File: config.mk
export PLATFORM = sky130hd
export DESIGN_NAME = my_sdram_frontend
export DESIGN_NICKNAME = d
export VERILOG_FILES = /design/src/rtl/my_sdram_frontend.sv
export SDC_FILE = /design/constraint.sdc
export NUM_CORES = 1
export LEC_CHECK = 0
export ABC_AREA = 1
export BUFFER_PORTS_ARGS = -buffer_cell sky130_fd_sc_hd__buf_2
export CORE_MARGIN = 5
export CORE_UTILIZATION = 55
export DETAILED_ROUTE_END_ITERATION = 6
export GPL_TIMING_DRIVEN = 0
export MAX_ROUTING_LAYER = met4
export PLACE_DENSITY = 0.87
export RECOVER_POWER = 50
export SETUP_SLACK_MARGIN = 0.2
export SYNTH_ARGS = -nofsm -noshare
export SYNTH_HDL_FRONTEND = slang
export SYNTH_SLANG_ARGS = --single-unit
export TNS_END_PERCENT = 10
File: constraint.sdc
create_clock -name clk -period 5.3 [get_ports clk]
set_input_delay 0 -clock clk [delete_from_list [all_inputs] [get_ports clk]]
set_output_delay 0 -clock clk [all_outputs]
set_load 0.01 [all_outputs]
File: src/rtl/my_sdram_frontend.sv
// Host-side front end for an SDRAM controller: buffered writes, one outstanding read,
// starvation-limited read priority. Define MY_SDRAM_FRONTEND_STATS_EN for grant counters.
//
// state     | meaning
// ----------+---------------------------------------------------------
// S_IDLE    | choose between an accepted host read and a buffered write
// S_WR_REQ  | write_req up with FIFO head on w_addr/din, wait write_gnt
// S_RD_REQ  | read_req up with captured address, wait read_gnt
// S_RD_DATA | wait read_valid, capture dout into rsp_data
// S_GNT_LOW | wait for both grants low so a held grant is never reused
module my_sdram_frontend #(
    parameter int WFIFO_DEPTH = 4,
    parameter int STARVE_MAX  = 4
) (
    input  logic        clk,
    input  logic        reset_n,
    input  logic        wr_valid,
    output logic        wr_ready,
    input  logic [19:0] wr_addr,
    input  logic [15:0] wr_data,
    input  logic        rd_valid,
    output logic        rd_ready,
    input  logic [19:0] rd_addr,
    output logic        rsp_valid,
    output logic [15:0] rsp_data,
    output logic        write_req,
    output logic [19:0] w_addr,
    output logic [15:0] din,
    input  logic        write_gnt,
    output logic        read_req,
    output logic [19:0] r_addr,
    input  logic        read_gnt,
    input  logic [15:0] dout,
    input  logic        read_valid,
    input  logic        busy,
    output logic [15:0] stat_wr,
    output logic [15:0] stat_rd
);

    localparam int PTR_W    = $clog2(WFIFO_DEPTH);
    localparam int CNT_W    = PTR_W + 1;
    localparam int STARVE_W = $clog2(STARVE_MAX + 1);

    typedef enum logic [2:0] {
        S_IDLE    = 3'd0,
        S_WR_REQ  = 3'd1,
        S_RD_REQ  = 3'd2,
        S_RD_DATA = 3'd3,
        S_GNT_LOW = 3'd4
    } state_t;

    state_t               r_state;
    state_t               w_next;
    logic [35:0]          r_mem [WFIFO_DEPTH];
    logic [PTR_W-1:0]     r_wptr;
    logic [PTR_W-1:0]     r_rptr;
    logic [CNT_W-1:0]     r_count;
    logic [STARVE_W-1:0]  r_starve_cnt;
    logic                 r_init_done;
    logic                 r_rsp_valid;
    logic [15:0]          r_rsp_data;
    logic [19:0]          r_w_addr;
    logic [15:0]          r_din;
    logic [19:0]          r_r_addr;

    logic                 w_fifo_nempty;
    logic                 w_fifo_full;
    logic                 w_wr_wins;
    logic                 w_push;
    logic                 w_pop;
    logic                 w_rd_gnt;
    logic                 w_rd_accept;
    logic                 w_write_req;
    logic                 w_read_req;
    logic                 w_rd_ready;
    logic [35:0]          w_head;

    assign w_fifo_nempty = (r_count != '0);
    assign w_fifo_full   = (r_count == CNT_W'(WFIFO_DEPTH));
    assign w_wr_wins     = w_fifo_nempty &&
                           (w_fifo_full || (r_starve_cnt == STARVE_W'(STARVE_MAX)));
    assign w_push        = wr_valid && !w_fifo_full;
    assign w_pop         = (r_state == S_WR_REQ) && write_gnt;
    assign w_rd_gnt      = (r_state == S_RD_REQ) && read_gnt;
    assign w_rd_accept   = rd_valid && w_rd_ready;
    assign w_head        = r_mem[r_rptr];

    always_ff @(posedge clk or negedge reset_n) begin
        if (!reset_n) begin
            r_state <= S_IDLE;
        end else begin
            r_state <= w_next;
        end
    end

    always_comb begin
        w_next = r_state;
        case (r_state)
            S_IDLE: begin
                if (w_rd_accept) begin
                    w_next = S_RD_REQ;
                end else if (w_fifo_nempty && r_init_done) begin
                    w_next = S_WR_REQ;
                end
            end
            S_WR_REQ:  if (write_gnt)  w_next = S_GNT_LOW;
            S_RD_REQ:  if (read_gnt)   w_next = S_RD_DATA;
            S_RD_DATA: if (read_valid) w_next = S_GNT_LOW;
            S_GNT_LOW: if (!write_gnt && !read_gnt) w_next = S_IDLE;
            default:   w_next = S_IDLE;
        endcase
    end

    always_comb begin
        w_write_req = 1'b0;
        w_read_req  = 1'b0;
        w_rd_ready  = 1'b0;
        case (r_state)
            S_IDLE:   w_rd_ready  = r_init_done && !r_rsp_valid && !w_wr_wins;
            S_WR_REQ: w_write_req = 1'b1;
            S_RD_REQ: w_read_req  = 1'b1;
            default:  ;
        endcase
    end

    assign write_req = w_write_req;
    assign read_req  = w_read_req;
    assign rd_ready  = w_rd_ready;
    assign wr_ready  = !w_fifo_full;
    assign rsp_valid = r_rsp_valid;
    assign rsp_data  = r_rsp_data;
    assign w_addr    = r_w_addr;
    assign din       = r_din;
    assign r_addr    = r_r_addr;

    // Storage needs no reset: only entries between the pointers are ever read.
    always_ff @(posedge clk) begin
        if (w_push) begin
            r_mem[r_wptr] <= {wr_addr, wr_data};
        end
    end

    always_ff @(posedge clk or negedge reset_n) begin
        if (!reset_n) begin
            r_wptr  <= '0;
            r_rptr  <= '0;
            r_count <= '0;
        end else begin
            if (w_push) r_wptr <= r_wptr + PTR_W'(1);
            if (w_pop)  r_rptr <= r_rptr + PTR_W'(1);
            case ({w_push, w_pop})
                2'b10:   r_count <= r_count + CNT_W'(1);
                2'b01:   r_count <= r_count - CNT_W'(1);
                default: r_count <= r_count;
            endcase
        end
    end

    always_ff @(posedge clk or negedge reset_n) begin
        if (!reset_n) begin
            r_starve_cnt <= '0;
        end else if (w_pop || !w_fifo_nempty) begin
            r_starve_cnt <= '0;
        end else if (w_rd_gnt && (r_starve_cnt != STARVE_W'(STARVE_MAX))) begin
            r_starve_cnt <= r_starve_cnt + STARVE_W'(1);
        end
    end

    always_ff @(posedge clk or negedge reset_n) begin
        if (!reset_n) begin
            r_init_done <= 1'b0;
            r_rsp_valid <= 1'b0;
            r_rsp_data  <= '0;
            r_w_addr    <= '0;
            r_din       <= '0;
            r_r_addr    <= '0;
        end else begin
            r_init_done <= r_init_done || !busy;
            r_rsp_valid <= (r_state == S_RD_DATA) && read_valid;
            if ((r_state == S_RD_DATA) && read_valid) begin
                r_rsp_data <= dout;
            end
            if ((r_state == S_IDLE) && (w_next == S_WR_REQ)) begin
                r_w_addr <= w_head[35:16];
                r_din    <= w_head[15:0];
            end
            if (w_rd_accept) begin
                r_r_addr <= rd_addr;
            end
        end
    end

`ifdef MY_SDRAM_FRONTEND_STATS_EN
    logic [15:0] r_stat_wr;
    logic [15:0] r_stat_rd;

    always_ff @(posedge clk or negedge reset_n) begin
        if (!reset_n) begin
            r_stat_wr <= '0;
            r_stat_rd <= '0;
        end else begin
            if (w_pop && (r_stat_wr != 16'hFFFF))    r_stat_wr <= r_stat_wr + 16'd1;
            if (w_rd_gnt && (r_stat_rd != 16'hFFFF)) r_stat_rd <= r_stat_rd + 16'd1;
        end
    end

    assign stat_wr = r_stat_wr;
    assign stat_rd = r_stat_rd;
`else
    assign stat_wr = '0;
    assign stat_rd = '0;
`endif

endmodule

Word level (Yosys, flattened, before mapping)
Memories as Yosys holds them, arrays and structs flattened. A register that Yosys moved wholly into a read port is not among the register bits.
Index checks and enable logic that the tools add are counted.
Word-level totals
  bits of input ports: 80
  output and inout port bits: 109
  register bits: 51
  logic and storage cells: 67
  memory bits (writable): 144
  memories kept: 1
Cells by class
  reductions and logical operators: 27
  muxes and demuxes: 15
  add/subtract/negate cells: 5
  eq/ne operators: 10
Memories
  r_mem: depth 4, width 36, read ports 1, clocked after memory_dff 1, write ports 1, RTL line 54  | logic [35:0] r_mem [WFIFO_DEPTH];
Operators by type and width (number)
  3-bit two-way mux: 8
  3-bit one-hot mux with 5 select lines: 1
  1-bit logical AND: 12
  3-bit == test, second input constant: 3
  1-bit zero test: 8
  3-bit by 1-bit adder with 3-bit output, second input constant: 2
  3-bit by 1-bit == test with 1-bit output, second input constant: 2
  3-bit by 2-bit == test with 1-bit output, second input constant: 2
  3-bit one-hot mux with 2 select lines: 1
  1-bit two-way mux: 5
  2-bit by 1-bit adder with 2-bit output, second input constant: 2
  2-bit nonzero test: 2
  3-bit zero test: 1
  1-bit logical OR: 3
  3-bit inequality test, second input constant: 1
  3-bit nonzero test: 1
  3-bit by 1-bit subtractor with 3-bit output, second input constant: 1
  2-bit by 1-bit == test with 1-bit output, second input constant: 1
  2-bit == test, second input constant: 1

Longest topological paths before layout
  depth after elaboration: 11
  mapped depth: 11
  mapped depth without buffers: 11

Least setup slack after synthesis
OpenSTA, ideal clock, no wires.
  kind: reg-to-reg
  start point: register r_count[0]
  end point: memory r_mem[0][0], enable pin
  arrival time: 2.392 ns
  buffers on the path: 0
  slack: 2.479 ns
  cell stages (with the launch flop): 7
  period minus slack after synthesis: 2.821 ns
  library setup time: 0.429 ns
  required time: 4.871 ns
  cell sequence: dfrtp_1 -> inv_1 -> nand2_1 -> nor2_1 -> inv_1 -> nand2_1 -> nor2_1
Between the ends
  cells in the longest elaborated chain, start to end: 5
RTL lines
  start: declaration: RTL line 57  | logic [CNT_W-1:0] r_count;
  start signal: assignment: RTL line 152  | 2'b10: r_count <= r_count + CNT_W'(1);
  start signal: assignment: RTL line 153  | 2'b01: r_count <= r_count - CNT_W'(1);
  start signal: assignment: RTL line 154  | default: r_count <= r_count;
  3-bit == test: RTL line 79  | assign w_fifo_full = (r_count == CNT_W'(WFIFO_DEPTH));
  1-bit zero test
  net wr_ready: RTL line 18  | output logic wr_ready,
  1-bit logical AND: RTL line 82  | assign w_push = wr_valid && !w_fifo_full;
  1-bit two-way mux: RTL line 138  | if (w_push) begin
  1-bit two-way mux (not written as such): RTL line 139  | r_mem[r_wptr] <= {wr_addr, wr_data};
  end: declaration: RTL line 54
The timed path passes the listed nets, and every way through them passes these cells.

Worst setup path in the final report
  start point: register r_count[0]
  end point: register r_count[2]
Between the ends
  cells in the longest elaborated chain, start to end: 5
  elaborated cells on any way between the ends: 9
  those cells by class: add/sub: 2; eq/ne: 3; mux: 1; reduce/logical: 3
RTL lines
  3-bit == test: RTL line 79
  1-bit zero test: RTL line 82
  1-bit logical AND: RTL line 82
  2-bit by 1-bit == test with 1-bit output / 2-bit == test (equally long branches): RTL line 151  | case ({w_push, w_pop})
  3-bit one-hot mux with 2 select lines / 2-bit nonzero test (equally long branches)
Parallel ways exist; a longest one is shown, timed or not.
A chain may end at the register's enable or synchronous reset.

==> reports/qor.csv <==
metric,value,unit
worstPathMaxFanout,8,
ios,189,
tritoncts,yes,
m1WireLength,9.42,mm
die_w,141,µm
syn_area_per_cell,10.9,µm²
synth_edf_count,144,
final_hold_viol_count,0,
final_antenna_net_count,0,
p_leak,5.48,nW
path_class,flop to flop,
first_pass_iters,6,
cts-root-buf,clkbuf_16,
clock_path_buffers,3,
drive_gt1_share,13.9,%
h-tree-depth,1,
worst_ep_required_time,5.69,ns
viasPerCell,5.35,
highest_layer,met4,
skew,0.0134,ns
nFillCells,1047,
synth_seq_cells,231,
hold_depth,5,
finalMaxSlewViolations,0,
drt_iter0_markers,740,
initial_core_util,56.5,%
status,finished clean,
seq_area,6500,µm²
yosysWarnings,0,
drv_cap,0,
fp-row-count,47,
first_global_vias,7725,
gp_congestion,0.854,
path_buf_inv,3,
grt_pass1_wl,41.1,mm
arrival,3.17,ns
final_core_util,73.9,%
grt_usage,27.1,%
num_antenna_cells,0,
worst-r2r-cell-count,11,
drc,0,
cp.depth,11,
yosys.area.top_type,edfxtp_1,
critPathSlowestCell,nand2_1,
peakVddDrop,0.000340,V
num_vias,7499,
core_area,16700,µm²
cp_common_cell,inv_1,
path_clk_slew,0.07,ns
stdcell_count,1402,
start_kind,flop,
finalNetCount,1253,
p_per_area,572,nW/µm²
fmax,360,MHz
hold_class,input port to flop,
end_kind,flop,
slew_headroom,32.6,%
clk_latency,0.52,ns
io_buffers,156,
crit_chain,inv_1 -> nand2_1 -> nor2_1 -> inv_1 -> nand2_1 -> ha_1 -> inv_1 -> fa_1 -> a21oi_1 -> o21ai_0 -> xor2_1,
wl_per_cell,18.9,µm
holdWs,0.0334,ns
min_period,2.78,ns
wl_met2,13.6,mm
setup_tns,0,ns
ys_types,27,
ctsResizeCount,0,
fin_crit_sh,52.4,%
rsz0062_at_grt,false,
report.final.setup_viol,0,
synth_area_leaders,"edfxtp_1, dfrtp_1, nand2_1",
overflow,0,
die_y,141,µm
cp_top_family,simple AND/OR/NAND/NOR gates,
multi_input_area,2360,µm²
netlist.area_leader.share,45.8,%
syn_area,9430,µm²
synthArstFlopShare,37.7,%
synth_cells,862,
worstMarginPinSlew,1.01,ns
clock-sinks,231,
finish.instance_area,12300,µm²
routed_wl,26.5,mm
dp_cells,1274,
area_delta_synth_final,30.8,%
yosysSeqAreaShare,68.9,%
cts_buffers,23,
dpl-instance-area,10800,µm²
antenna_found_initial,0,
post_cts_buffers,0,
synth-main-ff-cell,edfxtp_1,
grt_start_max_net_pins,65,
synth.most_common_cell,nand2_1,
post-dp-hpwl,14.8,mm
r2r_setup_slack,2.52,ns
route.met3.wl,2.53,mm
yosys-top-cells-count,"nand2_1, edfxtp_1, nor2_1",
die_area,19900,µm²
slowest_delay,0.42,ns
[layer usage]
layer,global-route usage [%],up-vias
met2,46.5,506
met4,10.9,0
met5,-,-
met3,4.94,86
li1,-,3397
met1,31.8,3510
[where the power goes]
part | total (W) | internal (W) | switching (W)
sequential | 0.00270 | 0.00247 | 0.000230
combinational | 0.00258 | 0.000833 | 0.00174
clock | 0.00178 | 0.00107 | 0.000706
[layout by cell type, fill, tap and decap left out, types with 2 or more instances in the layout]
master and instances:
nand2_1 226, edfxtp_1 144, clkbuf_1 119, dfrtp_1 87
dlygate4sd3_1 86, nor2_1 85, inv_1 78, buf_2 72
o21ai_0 60, nand3_1 43, o211ai_1 37, buf_4 36
conb_1 32, clkbuf_16 23, ha_1 7, bufinv_16 5
clkinvlp_4 5, nor2_4 4, xor2_1 4, clkinv_2 4
buf_16 4, a21oi_1 3, clkinv_1 2, clkbuf_8 2
[state kept, by name, summed over array words and instances (netlist names)]
| name | count |
|---|---|
| rsp_valid | 1 |
| r_addr | 20 |
| r_count | 3 |
| r_mem | 144 |
| r_wptr | 2 |
| r_init_done | 1 |
| r_rptr | 2 |
| din | 16 |
| r_starve_cnt | 3 |
| rsp_data | 16 |
| r_state | 3 |
| w_addr | 20 |
[per-stage QoR]
| stage | setup WS, ns | total power, W |
|---|---|---|
| CTS | 2.79 | 0.00701 |
| floorplan | 2.48 | 0.00417 |
| finish | 2.52 | 0.00705 |
| global route | 2.35 | 0.00745 |
| detailed placement | 2.81 | 0.00512 |
| global placement | 1.27 | 0.00495 |
[worst reg2reg max path: stages (launching register included)]
cell and delay [ns]:
dfrtp_1 0.41, inv_1 0.12, nand2_1 0.08, nor2_1 0.20
inv_1 0.09, nand2_1 0.42, ha_1 0.24, inv_1 0.09
fa_1 0.42, a21oi_1 0.24, o21ai_0 0.18, xor2_1 0.17
[timing repair]
action,4_1_cts,5_1_grt
hold buffers,86,0
setup endpoints to repair,0,0
hold endpoints to repair,275,0
[cell families (layout without fill, tap and decap cells)]
group | count (synthesis) | after routing | share of synthesized area, %
fa+ha+maj | 8 | 8 | 1.14
buf+inv | 151 | 440 | 7.61
xor+xnor | 5 | 5 | 0.464
other cells | 1 | 32 | 0.0397
simple gates | 366 | 366 | 15.5
compound gates | 100 | 100 | 6.29
flops | 231 | 231 | 68.9
[final timing paths]
path | end | from
worst min register to register | din[4]$_DFFE_PN0P_ | din[4]$_DFFE_PN0P_
min in group asynchronous | rsp_data[10]$_DFFE_PN0P_ | reset_n
max in group asynchronous | r_addr[16]$_DFFE_PN0P_ | reset_n
worst min-delay path | w_addr[12]$_DFFE_PN0P_ | rd_valid
worst max register to register | r_count[2]$_DFFE_PN0P_ | r_count[0]$_DFFE_PN0P_
worst max-delay path | r_count[2]$_DFFE_PN0P_ | r_count[0]$_DFFE_PN0P_
[layout make-up]
type	count	area share (%)
Sequential cell	231	52.7
Inverter	80	2.43
Tap cell	220	2.23
Buffer	71	3.39
Multi-Input combinational cell	511	19.1
Timing Repair Buffer	247	13.4
Clock inverter	17	1.86
Clock buffer	25	4.89
Note: power is estimated with default switching activity, not from simulation.
